**config.mk**
```make
export PLATFORM = sky130hd
export DESIGN_NAME = move_sequencer
export DESIGN_NICKNAME = d
export VERILOG_FILES = /design/src/rtl/move_sequencer_pkg.sv /design/src/rtl/move_sequencer_frwrd_ramp.sv /design/src/rtl/move_sequencer.sv
export SDC_FILE = /design/constraint.sdc
export NUM_CORES = 1
export LEC_CHECK = 0
export CORE_UTILIZATION = 45
export DETAILED_ROUTE_END_ITERATION = 8
export DONT_BUFFER_PORTS = 1
export MAX_ROUTING_LAYER = met4
export PLACE_DENSITY = 0.66
export SYNTH_ARGS = -nofsm -noshare
export SYNTH_HDL_FRONTEND = slang
export SYNTH_HIERARCHICAL = 1
export SYNTH_SLANG_ARGS = --single-unit
```
**constraint.sdc**
```tcl
create_clock -name clk -period 4.19 [get_ports clk]
set_input_delay 0.419 -clock clk [delete_from_list [all_inputs] [get_ports clk]]
set_output_delay 0.419 -clock clk [all_outputs]
set_load 0.05 [all_outputs]
```
**src/rtl/move_sequencer_pkg.sv**
```systemverilog
// Shared types and defaults for the move sequencer and its forward-speed ramp.
// Latency: n/a (types, constants and one combinational helper).
// Backpressure: n/a.
package move_seq_pkg;

    typedef enum logic [1:0] {
        IDLE  = 2'd0,
        TURN  = 2'd1,
        MOVE  = 2'd2,
        DECEL = 2'd3
    } state_t;

    localparam logic [9:0]  FRWRD_INC_DEF = 10'd2;
    localparam logic [9:0]  MAX_FRWRD_DEF = 10'h2A0;
    localparam logic [11:0] HDG_TOL_DEF   = 12'd44;

    // Each square is bounded by two tape lines seen by the centre IR sensor.
    localparam logic [4:0]  XING_PER_SQR  = 5'd2;

    // Magnitude of a 12-bit two's-complement value. 12'h800 maps to itself,
    // which reads as 2048 unsigned and therefore never passes a tolerance test.
    function automatic logic [11:0] abs12(input logic [11:0] v);
        return v[11] ? (~v + 12'd1) : v;
    endfunction

endpackage

```
**src/rtl/move_sequencer_frwrd_ramp.sv**
```systemverilog
// Saturating up/down forward-speed counter: +UP_STEP capped at CEIL, -DN_STEP floored at 0.
// Latency: value updates on the edge that samples inc/dec/clr; clr has priority, then inc, then dec.
// Backpressure: none; every enable is honoured in the cycle it is presented.
// Ports: clk, rst_n (async, active-low), clr, inc, dec in; value[9:0] out.
module frwrd_ramp
    import move_seq_pkg::*;
#(
    parameter logic [9:0] UP_STEP = FRWRD_INC_DEF,
    parameter logic [9:0] DN_STEP = {FRWRD_INC_DEF[7:0], 2'b00},
    parameter logic [9:0] CEIL    = MAX_FRWRD_DEF
) (
    input  logic       clk,
    input  logic       rst_n,
    input  logic       clr,
    input  logic       inc,
    input  logic       dec,
    output logic [9:0] value
);

    // One extra bit so a step near the ceiling cannot wrap before the compare.
    logic [10:0] up_sum;

    assign up_sum = {1'b0, value} + {1'b0, UP_STEP};

    always_ff @(posedge clk or negedge rst_n) begin
        if (!rst_n) begin
            value <= 10'd0;
        end else if (clr) begin
            value <= 10'd0;
        end else if (inc) begin
            value <= (up_sum > {1'b0, CEIL}) ? CEIL : up_sum[9:0];
        end else if (dec) begin
            value <= (value < DN_STEP) ? 10'd0 : (value - DN_STEP);
        end
    end

endmodule

```
**src/rtl/move_sequencer.sv**
```systemverilog
// Move sequencer: turn to heading, ramp up, count line crossings, ramp down, report done.
// Latency: command accepted -> TURN next cycle; heading_rdy -> error/err_vld next cycle.
// Backpressure: mv_rdy is high only in IDLE; mv_vld at any other time is dropped, not queued.
// Ports: mv_vld/mv_hdg/mv_sqrs/mv_rdy command handshake; heading/heading_rdy gyro in;
//        cntrIR line sensor in; error/err_vld/moving/frwrd to the PID; mv_done completion pulse.
module move_sequencer
    import move_seq_pkg::*;
#(
    parameter logic [9:0]  FRWRD_INC = FRWRD_INC_DEF,
    parameter logic [9:0]  MAX_FRWRD = MAX_FRWRD_DEF,
    parameter logic [11:0] HDG_TOL   = HDG_TOL_DEF
) (
    input  logic        clk,
    input  logic        rst_n,
    input  logic        mv_vld,
    input  logic [11:0] mv_hdg,
    input  logic [3:0]  mv_sqrs,
    output logic        mv_rdy,
    input  logic [11:0] heading,
    input  logic        heading_rdy,
    input  logic        cntrIR,
    output logic [11:0] error,
    output logic        err_vld,
    output logic        moving,
    output logic [9:0]  frwrd,
    output logic        mv_done
);

    localparam logic [9:0] FRWRD_DEC = {FRWRD_INC[7:0], 2'b00};

    state_t      state;
    logic [11:0] desired_hdg;
    logic [4:0]  sqr_target;
    logic [4:0]  xing_cnt;
    logic        cntr_ir_q;

    logic [11:0] hdg_diff;
    logic [11:0] hdg_mag;
    logic        in_tol;
    logic        xing_edge;
    logic        ramp_inc;
    logic        ramp_dec;

    // Plain 12-bit subtraction: heading is circular, so wrap-around is the
    // correct shortest-path error.
    assign hdg_diff  = heading - desired_hdg;
    assign hdg_mag   = abs12(hdg_diff);
    assign in_tol    = (hdg_mag < HDG_TOL);
    assign xing_edge = cntrIR & ~cntr_ir_q;

    assign mv_rdy    = (state == IDLE);
    assign moving    = (state != IDLE);
    assign ramp_inc  = (state == MOVE)  && heading_rdy;
    assign ramp_dec  = (state == DECEL) && heading_rdy;

    frwrd_ramp #(
        .UP_STEP (FRWRD_INC),
        .DN_STEP (FRWRD_DEC),
        .CEIL    (MAX_FRWRD)
    ) u_ramp (
        .clk   (clk),
        .rst_n (rst_n),
        .clr   (state == IDLE),
        .inc   (ramp_inc),
        .dec   (ramp_dec),
        .value (frwrd)
    );

    always_ff @(posedge clk or negedge rst_n) begin
        if (!rst_n) begin
            state       <= IDLE;
            desired_hdg <= 12'd0;
            sqr_target  <= 5'd0;
            xing_cnt    <= 5'd0;
            cntr_ir_q   <= 1'b0;
            error       <= 12'd0;
            err_vld     <= 1'b0;
            mv_done     <= 1'b0;
        end else begin
            cntr_ir_q <= cntrIR;
            err_vld   <= heading_rdy && (state != IDLE);
            mv_done   <= (state == DECEL) && (frwrd == 10'd0);
            if (heading_rdy && (state != IDLE)) begin
                error <= hdg_diff;
            end

            case (state)
                IDLE: begin
                    if (mv_vld) begin
                        desired_hdg <= mv_hdg;
                        sqr_target  <= {1'b0, mv_sqrs} * XING_PER_SQR;
                        xing_cnt    <= 5'd0;
                        state       <= TURN;
                    end
                end
                TURN: begin
                    if (heading_rdy && in_tol) begin
                        state <= MOVE;
                    end
                end
                MOVE: begin
                    if (xing_edge && (xing_cnt != 5'd31)) begin
                        xing_cnt <= xing_cnt + 5'd1;
                    end
                    // Compared against the registered count every cycle, so the
                    // exit lands one edge after the satisfying crossing and a
                    // zero-square move leaves on its first MOVE cycle.
                    if (xing_cnt == sqr_target) begin
                        state <= DECEL;
                    end
                end
                DECEL: begin
                    if (frwrd == 10'd0) begin
                        state <= IDLE;
                    end
                end
                default: state <= IDLE;
            endcase
        end
    end

endmodule

```
# Yosys cells after proc, flatten, opt, wreduce, memory -nomap -nowiden

Cells that the tools add are included.

Word-level logic and storage cells: 58
Input bits: 33
Register bits: 48
Output and inout bits: 26

Reductions and logical operators: 14
Add/sub/neg operators: 5
Bitwise gates (word level): 3
Equality and inequality tests: 10
Magnitude comparators: 3
Mux-type cells: 14

Operator list:

| kind                    | number |
|---|---|
| $mux W10                | 5 |
| $add A12 B1 Y12 const B | 1 |
| $lt A12 B6 Y1 const B   | 1 |
| $mux W12                | 1 |
| $not A12 Y12            | 1 |
| $sub A12 B12 Y12        | 1 |
| $add A10 B2 Y11 const B | 1 |
| $gt A11 B10 Y1 const B  | 1 |
| $logic_not A10 Y1       | 1 |
| $lt A10 B4 Y1 const B   | 1 |
| $mux W5                 | 2 |
| $pmux W5 S2             | 1 |
| $sub A10 B4 Y10 const B | 1 |
| $mux W2                 | 4 |
| $pmux W2 S4             | 1 |
| $logic_and A1 B1 Y1     | 6 |
| $ne A2 B1 Y1 const B    | 3 |
| $add A5 B1 Y5 const B   | 1 |
| $eq A5 B5 Y1            | 1 |
| $ne A5 B5 Y1 const B    | 1 |
| $eq A2 B2 Y1 const B    | 2 |
| $ne A2 B2 Y1 const B    | 2 |
| $reduce_and A4 Y1       | 1 |
| $reduce_bool A2 Y1      | 2 |
| other kinds (7)         | 7 |

# Depth between registers and ports, before layout

Gate-level depths: netlist of the first run.

Word-level depth: 8
Mapped depth: 11

# Modules after synthesis

The synthesis of the first run kept the hierarchy.

Modules (own cells, without submodules):

| module         | instances | area an instance (µm²) | seq. area each (µm²) | cells each |
|---|---|---|---|---|
| move_sequencer | 1         | 2,383.5                | 950.9                | 240 |
| frwrd_ramp     | 1         | 996.0                  | 225.2                | 120 |

# Worst setup path before layout of the first run

No wires, ideal clock.

Path kind: input -> register
Start point: in heading[2]
End point: reg state[1]
Setup slack: 1.128 ns
Arrival: 2.934 ns
Cell stages on the path: 9
Setup time: 0.128 ns
Data required time: 4.062 ns
Path buffers: 0
Path through: ha_1 o21a_1 a21boi_4 or4b_1 o311a_2 a2111o_1 or4_1 o211ai_2 mux2_1

Cells in the longest elaborated chain, start to end: 8

Ends and longest elaborated chain:

| element                         | RTL line                 | source |
|---|---|---|
| from (decl)                     | move_sequencer.sv:19     | `input logic [11:0] heading,` |
| $sub A12 B12 Y12 (*)            | move_sequencer.sv:46     | `assign hdg_diff = heading - desired_hdg;` |
| $not A12 Y12                    | move_sequencer_pkg.sv:23 | `return v[11] ? (~v + 12'd1) : v;` |
| $add A12 B1 Y12                 | move_sequencer_pkg.sv:23 |  |
| $mux W12 (*)                    | move_sequencer_pkg.sv:23 |  |
| $lt A12 B6 Y1 (*)               | move_sequencer.sv:48     | `assign in_tol = (hdg_mag < HDG_TOL);` |
| $logic_and A1 B1 Y1 (*)         | move_sequencer.sv:97     | `if (heading_rdy && in_tol) begin` |
| $ne A2 B2 Y1 (no line) (*)      | -                        |  |
| $reduce_and A4 Y1 (no line) (*) | -                        |  |
| to (signal assigned)            | move_sequencer.sv:93     | `state <= TURN;` |
| to (signal assigned)            | move_sequencer.sv:98     | `state <= MOVE;` |
| to (signal assigned)            | move_sequencer.sv:109    | `state <= DECEL;` |
| to (decl)                       | move_sequencer.sv:31     | `state_t state;` |

Mark *: on every way between the ends. The rest lies on a longest branch, timed or not.
A chain may end at the register's enable or synchronous reset.

# Final worst setup path of the first run

Start point: reg u_ramp.value[6]
End point: reg state[1]

Cells in the longest elaborated chain, start to end: 3

Ends and longest elaborated chain:

| element                     | RTL line                        | source |
|---|---|---|
| from (decl)                 | move_sequencer_frwrd_ramp.sv:17 | `output logic [9:0] value` |
| from (signal assigned)      | move_sequencer_frwrd_ramp.sv:31 | `value <= (up_sum > {1'b0, CEIL}) ? CEIL : up_sum[9:0];` |
| from (signal assigned)      | move_sequencer_frwrd_ramp.sv:33 | `value <= (value < DN_STEP) ? 10'd0 : (value - DN_STEP);` |
| $logic_not A10 Y1           | move_sequencer.sv:113           | `if (frwrd == 10'd0) begin` |
| $ne A2 B1 Y1 (no line)      | -                               |  |
| $reduce_and A4 Y1 (no line) | -                               |  |
| to (signal assigned)        | move_sequencer.sv:109           |  |
| to (signal assigned)        | move_sequencer.sv:114           | `state <= IDLE;` |
| to (signal assigned)        | move_sequencer.sv:117           | `default: state <= IDLE;` |

No other way between the ends.

==> results of run 1 <==
## sequential cells by signal, summed over array words and instances (netlist names)
name          count
u_ramp/value      9
err_vld           1
state             2
sqr_target        4
error            12
desired_hdg      12
xing_cnt          5
mv_done           1
cntr_ir_q         1
## worst max-delay path: stages, from the launching register on
cell and delay [ns]:
sky130_fd_sc_hd__dfrtp_1 0.72, sky130_fd_sc_hd__nor4_1 0.52, sky130_fd_sc_hd__a31o_1 0.23, sky130_fd_sc_hd__and3_2 0.19, sky130_fd_sc_hd__nand2_1 0.06, sky130_fd_sc_hd__a2111o_1 0.39, sky130_fd_sc_hd__or4_1 0.42, sky130_fd_sc_hd__o211ai_2 0.20
sky130_fd_sc_hd__mux2_1 0.34
## routing by layer
| metal | share of wire (%) | global-route usage [%] | vias to the layer above |
|---|---|---|---|
| met2 | 48 | 35.7 | 107 |
| li1 | - | - | 1302 |
| met1 | 43 | 26.1 | 1332 |
| met4 | 0.73 | 4.99 | 0 |
| met5 | 0 | - | - |
| met3 | 7.9 | 5.13 | 4 |
## synth_stat cells, types with 3 or more instances
library cell               instances
sky130_fd_sc_hd__a211oi_1          3
sky130_fd_sc_hd__a21oi_1          14
sky130_fd_sc_hd__a22oi_1           3
sky130_fd_sc_hd__and2_1            6
sky130_fd_sc_hd__buf_6             3
sky130_fd_sc_hd__clkbuf_1          5
sky130_fd_sc_hd__dfrtp_1          47
sky130_fd_sc_hd__ha_1             20
sky130_fd_sc_hd__inv_1            27
sky130_fd_sc_hd__mux2_2           18
sky130_fd_sc_hd__mux2i_1           4
sky130_fd_sc_hd__nand2_1          41
sky130_fd_sc_hd__nand2b_1          3
sky130_fd_sc_hd__nand3_1           6
sky130_fd_sc_hd__nand4_1           4
sky130_fd_sc_hd__nor2_1           22
sky130_fd_sc_hd__nor2b_1           3
sky130_fd_sc_hd__nor3_1            6
sky130_fd_sc_hd__nor4_1            3
sky130_fd_sc_hd__o211ai_1          5
sky130_fd_sc_hd__o21ai_0          21
sky130_fd_sc_hd__or3_1             3
sky130_fd_sc_hd__or4_1             4
sky130_fd_sc_hd__xnor2_1           8
sky130_fd_sc_hd__xor2_1            8
## layout make-up
type	instances	area (um^2)	share of cell area (%)
Tap cell	99	124	3.46
Clock inverter	1	30.0	0.838
Timing Repair Buffer	5	60.1	1.68
Inverter	27	101	2.83
Multi-Input combinational cell	273	2020	56.4
Clock buffer	6	72.6	2.03
Sequential cell	47	1180	32.8
## per-stage QoR
stage	instance area, um^2	hold WS (ns)	instances	power [uW]	utilization [%]
floorplan	3380	0.123	360	2360	-
global placement	3440	0.124	449	2630	47.5
detailed placement	3440	0.124	449	2670	47.5
CTS	3580	0.133	458	3020	49.4
global route	3580	0.127	458	3250	49.4
finish	3580	0.142	458	3010	49.4
## what timing repair did
| item | CTS | global route |
|---|---|---|
| resized for setup | 0 | 0 |
| hold buffers | 2 | 0 |
| buffers inserted | 0 | 0 |
| endpoints found under the setup margin | 0 | 0 |
| endpoints found under the hold margin | 47 | 0 |
## worst max-delay path by stage
stage                      endpoint  slack [ns]  depth (start not counted)
4_1_cts        state[1]$_DFFE_PN0P_        1.00                          8
6_report       state[1]$_DFFE_PN0P_        1.01                          8
3_3_place_gp   state[1]$_DFFE_PN0P_        1.06                          9
2_1_floorplan  state[1]$_DFFE_PN0P_        1.13                          9
3_5_place_dp   state[1]$_DFFE_PN0P_        1.00                          9
5_1_grt        state[1]$_DFFE_PN0P_        0.85                          8
## cells by family (layout without fill, tap and decap cells)
family / count (synthesis) / after routing / share of synthesized area [%]
XOR/XNOR: 16 / 16 / 4.15
other: 1 / 1 / 0.111
AO/OA/AOI/OAI: 87 / 87 / 19.9
multiplexers: 23 / 23 / 7.52
flip-flops: 47 / 47 / 34.8
AND/OR/NAND/NOR: 125 / 125 / 20.1
buffers and inverters: 40 / 39 / 5.44
adder cells (fa/ha/maj): 21 / 21 / 8.00
## power by group
group | internal, uW | switching, uW
registers | 640 | 491
clock network | 175 | 157
logic | 642 | 908
total | 1460 | 1560
==> reports/qor.yml, run 1 <==
run_status:
  status: "finished clean"
hold_path:
  min_delay_path_depth: 0
  hold_end: "cntr_ir_q$_DFF_PN0_"
  hp-class: "input pin to register"
  startpoint_of_the_lowest_slack_hold_path: "cntrIR"
detailed_routing:
  ant_nets: 0
  drc_violation_total_after_the_first_tritonroute_iteration: 163
  drt-wirelength-per-cell_um: 16.9
  vias_per_cell: 5.99
  detailedRoute.firstPassIterationCount: 4
  routed-via-count: 2745
  drt-total-wl_um: 7760
  drc: 0
yosys:
  synth-seq-area-share_pct: 34.8
  synthDominantCellAreaShare_pct: 34.8
  count_of_flip_flops_with_a_built_in_enable_after_synthesis: 0
  synth_cell_type_count: 80
  syn_nets: 414
  synth-async-reset-ratio_pct: 100
  netlist_instances: 360
  postSynth.topFlopCell: "sky130_fd_sc_hd__dfrtp_1"
  yosys_register_bits: 47
  mappedNetlistArea_um2: 3380
  ys_warn_count: 6
  syn-mean-instance-area_um2: 9.39
  synth.area.top_cells: "sky130_fd_sc_hd__dfrtp_1 (35%), sky130_fd_sc_hd__ha_1 (7.4%), sky130_fd_sc_hd__mux2_2 (6.0%), sky130_fd_sc_hd__nand2_1 (4.6%), sky130_fd_sc_hd__o21ai_0 (3.1%)"
  netlist.top_cell.by_area: "sky130_fd_sc_hd__dfrtp_1"
layout:
  finish.net_count: 413
  antenna_cells: 0
  mostFrequentLayoutCell: "sky130_fd_sc_hd__dfrtp_1"
  area_delta_synth_final_pct: 6.03
  fillerInstances: 667
  final_layout_size_suffix_gt1_share_pct: 14.5
  mostFrequentLayoutCells: "sky130_fd_sc_hd__dfrtp_1 (47), sky130_fd_sc_hd__nand2_1 (41), sky130_fd_sc_hd__inv_1 (27), sky130_fd_sc_hd__nor2_1 (22), sky130_fd_sc_hd__o21ai_0 (21)"
floorplanning:
  fp.coreArea_um2: 7250
  top_level_ports: 59
  fp-row-count: 31
  fp.dieArea_um2: 7860
  die_height_um: 88.7
  dieWidth_um: 88.7
  initial_core_util_pct: 46.6
sta:
  finalWorstSetupSlack_ns: 1.01
  post-route-period-util_pct: 75.8
  slew_headroom_pct: 42.1
  report.final.hold_viol_count: 0
  setup_viol_count_final: 0
  tns_ns: 0
  worst_slew_pin_slew_ns: 0.869
  finalWorstPathRequiredPeriod_ns: 3.18
  final-max-slew-violation-count: 0
  grt_setup_unrepaired: "no"
  finalClockSkew_ns: 0.00537
  max_freq_mhz: 315
power:
  ir_worst_vdd_mv: 0.408
  cellLeakagePower_uw: 0.00160
  powerDensity_nw_per_um2: 841
worst_setup_path:
  critPathMaxFanout: 13
  ff2ff_setup_slack_ns: 1.01
  timing.critical_path.from_type: "register"
  critical_path.endpoint_type: "register"
  signal_arrival_time_at_the_worst_endpoint_ns: 3.36
  reg2reg_launch_point: "u_ramp/value[6]$_DFFE_PN0P_"
  required_ns: 4.38
  r2r_end: "state[1]$_DFFE_PN0P_"
  reg2regPathDepth: 8
  worstSetupPathType: "register to register"
  startpoint: "u_ramp/value[6]$_DFFE_PN0P_"
clock_tree:
  cts_buffers: 5
  cts.root.buffer_cell: "sky130_fd_sc_hd__clkbuf_8"
  clock_sinks: 47
  cts_max_level: 2
  clock_pin_slew_reported_for_the_worst_setup_and_hold_paths_after_clock_tree_synthesis_ns: 0.09
  cts_tree: "built"
  cts_max_path_buffers: 2
  clock_latency_ns: 0.29
placed_design:
  place.gp.congestion: 0.910
  post_place_worst_slack_ns: 1.00
  dpl.hpwl_um: 5780
  port_buffers: 0
grt:
  grt_pass1_vias: 2576
  gr_usage_total_pct: 21.4
  grt_first_pass_wirelength_um: 12500
  grt_start_max_net_pins: 48
  antenna_found_initial: 0
  gr-total-overflow: 0
run:
  maxCapViolCount: 0
No activity file was read; power rests on OpenSTA's default activity.
==> inputs of run 2 (changes only) <==
--- a/config.mk
+++ b/config.mk
@@ -9,7 +9,7 @@
 export DETAILED_ROUTE_END_ITERATION = 8
 export DONT_BUFFER_PORTS = 1
 export MAX_ROUTING_LAYER = met4
-export PLACE_DENSITY = 0.66
+export PLACE_DENSITY = 0.68
 export SYNTH_ARGS = -nofsm -noshare
 export SYNTH_HDL_FRONTEND = slang
 export SYNTH_HIERARCHICAL = 1
==> constraint.sdc (replaced) <==
create_clock -name clk -period 2.89 [get_ports clk]
set_input_delay 0.289 -clock clk [delete_from_list [all_inputs] [get_ports clk]]
set_output_delay 0.289 -clock clk [all_outputs]
set_load 0.05 [all_outputs]
==> run 2 against run 1 <==
The flow now finishes with violations (setup timing). Final area up 8.0%. Sequential share of layout area down 2.4 points. Final cell count up 7.0%. Critical path type unchanged. Critical endpoint unchanged.
==> reports/qor.yml, run 2 (same netlist as run 1, synthesis figures left out) <==
run_status:
  status: "finished with violations"
  violations: "setup timing"
power:
  power_total_uw: 4790  # +59%
  powerDensity_nw_per_um2: 1240  # +47%
  cellLeakagePower_uw: 0.00175  # +9.8%
  ir_worst_vdd_mv: 0.353  # -13%
detailed_routing:
  ant_nets: 0  # unchanged
  drc: 0  # unchanged
  drt-wirelength-per-cell_um: 16.1  # -5.2%
  routed-via-count: 2793  # +1.7%
  vias_per_cell: 5.70  # -4.9%
  detailedRoute.firstPassIterationCount: 4  # unchanged
  drt-total-wl_um: 7870  # +1.4%
  drc_violation_total_after_the_first_tritonroute_iteration: 105  # -36%
sta:
  finalWorstSetupSlack_ns: -0.108  # -1.12 ns
  slew_headroom_pct: 49.8  # +7.7 points
  max_freq_mhz: 334  # +5.9%
  report.final.hold_viol_count: 0  # unchanged
  fin_worst_hold_slack_ns: 0.118  # -0.0242 ns
  finalClockSkew_ns: 0.0101  # +0.00475 ns
  setup_viol_count_final: 2  # +2
  final-max-slew-violation-count: 0  # unchanged
  worst_slew_pin_slew_ns: 0.752  # -0.117 ns
  finalWorstPathRequiredPeriod_ns: 3.00  # -0.177 ns
  post-route-period-util_pct: 104  # +28 points
  grt_setup_unrepaired: "yes"
  tns_ns: -0.190  # -0.190 ns
worst_setup_path:
  signal_arrival_time_at_the_worst_endpoint_ns: 3.20  # -0.16 ns
  timing.critical_path.from_type: "register"
  worst_path_max_delay_cell: "sky130_fd_sc_hd__or4b_4"
  required_ns: 3.10  # -1.28 ns
  cpLargestDelayFamily: "compound AO/OA/AOI/OAI gates"
  crit_path_cell_trace: "inv_2 > ha_4 > o21a_1 > a21boi_4 > or4b_4 > o311a_4 > a2111o_1 > or4_4 > o211ai_4 > mux2_4"
  critPathMaxFanout: 2  # -11
  worstSetupPathType: "register to register"
  critical_path_buf_inv_count: 1  # +1
  timing.critical_path.slowest_cell_delay_ns: 0.48  # -0.24 ns
  reg2reg_launch_point: "desired_hdg[2]$_DFFE_PN0P_"
  startpoint: "desired_hdg[2]$_DFFE_PN0P_"
  critical_path.endpoint_type: "register"
floorplanning:
  initial_core_util_pct: 46.6  # unchanged
  fp.dieArea_um2: 7860  # unchanged
  fp.coreArea_um2: 7250  # unchanged
  dieWidth_um: 88.7  # unchanged
  fp-row-count: 31  # unchanged
  top_level_ports: 59  # unchanged
  die_height_um: 88.7  # unchanged
layout:
  reg.largest.list: "desired_hdg (12), error (12), u_ramp/value (9)"
  final_layout_size_suffix_gt1_share_pct: 23.3  # +8.8 points
  finish.net_count: 444  # +7.5%
  area_delta_synth_final_pct: 14.6
  mostFrequentLayoutCells: "sky130_fd_sc_hd__dfrtp_1 (47), sky130_fd_sc_hd__nand2_1 (41), sky130_fd_sc_hd__buf_4 (33), sky130_fd_sc_hd__inv_1 (26), sky130_fd_sc_hd__nor2_1 (22)"
  final_cell_area_um2: 3870  # +8.0%
  mostFrequentLayoutCell: "sky130_fd_sc_hd__dfrtp_1"
  fillerInstances: 670  # +0.45%
  antenna_cells: 0  # unchanged
hold_path:
  hp-class: "input pin to register"
  startpoint_of_the_lowest_slack_hold_path: "mv_hdg[11]"
clock_tree:
  cts_buffers: 5  # unchanged
  clock_sinks: 47  # unchanged
  clock_latency_ns: 0.31  # +0.02 ns
  cts_tree: "built"
  cts_max_level: 2  # unchanged
  cts.root.buffer_cell: "sky130_fd_sc_hd__clkbuf_8"
  clock_pin_slew_reported_for_the_worst_setup_and_hold_paths_after_clock_tree_synthesis_ns: 0.09  # about the same
  cts_max_path_buffers: 2  # unchanged
placed_design:
  post_place_worst_slack_ns: -0.133  # -1.13 ns
  dpl.hpwl_um: 5900  # +2.1%
  place.gp.congestion: 0.887  # -2.6%
  placed_cell_area_um2: 3690  # +7.0%
  port_buffers: 0  # unchanged
grt:
  grt_first_pass_wirelength_um: 12800  # +2.1%
  grt_pass1_vias: 2797  # +8.6%
  gr_usage_total_pct: 21.8  # +0.43 points
  antenna_found_initial: 0  # unchanged
  gr-total-overflow: 0  # unchanged
  grt_start_max_net_pins: 48  # unchanged
run:
  maxCapViolCount: 0  # unchanged
-- run 2: final cells by class --
cell class	instances	area (um^2)	area share [%]
flip-flops and latches	47	1180	30.4
inverters	27	101	2.62
multi-input cells	273	2080	53.7
clock buffers	7	86.3	2.23
clock inverters	1	8.76	0.226
repair buffers	36	295	7.63
well taps	99	124	3.20
-- run 2: power by group --
part           internal, uW  switching, uW  total, uW
Clock                   196            226        423
Combinational          1300           1640       2940
Sequential              932            501       1430
-- run 2: metrics by stage --
step                      util (%)  cells
after global placement        50.8    478
after global routing          53.4    490
after detailed placement      50.8    478
after CTS                     53.0    490
final                         53.4    490
after floorplan                  -    360
-- run 2: what timing repair did --
action,4_1_cts,5_1_grt
endpoints found under the setup margin,2,2
gates resized for setup,3,4
hold buffers,3,0
hold endpoints to repair,48,0
pin swaps,2,0
setup buffers,1,0
cloned,0,0
-- run 2: final timing paths --
check / endpoint / slack [ns] / depth (start not counted)
setup / recovery: state[1]$_DFFE_PN0P_ / -0.11 / 10
hold reg to reg: desired_hdg[5]$_DFFE_PN0P_ / 0.52 / 1
max in group asynchronous: error[3]$_DFFE_PN0P_ / 2.18 / 2
min in group asynchronous: desired_hdg[4]$_DFFE_PN0P_ / 0.48 / 2
setup reg to reg: state[1]$_DFFE_PN0P_ / -0.11 / 10
hold / removal: desired_hdg[11]$_DFFE_PN0P_ / 0.12 / 1
-- run 2: per-layer routing --
layer / part of all wire [%] / track usage, % / routed length [um]
met1: 42 / 24.6 / 3290
met4: 1.4 / 6.89 / 112
met2: 51 / 38.4 / 4030
met5: 0 / - / 0
met3: 5.5 / 4.85 / 431
==> inputs of run 3 (changes only) <==
--- a/config.mk
+++ b/config.mk
@@ -6,6 +6,7 @@
 export NUM_CORES = 1
 export LEC_CHECK = 0
 export CORE_UTILIZATION = 45
+export CTS_CLUSTER_DIAMETER = 100
 export DETAILED_ROUTE_END_ITERATION = 8
 export DONT_BUFFER_PORTS = 1
 export MAX_ROUTING_LAYER = met4
==> results of run 3 <==
Final layout, timing and power as in run 2 (identical DEF).
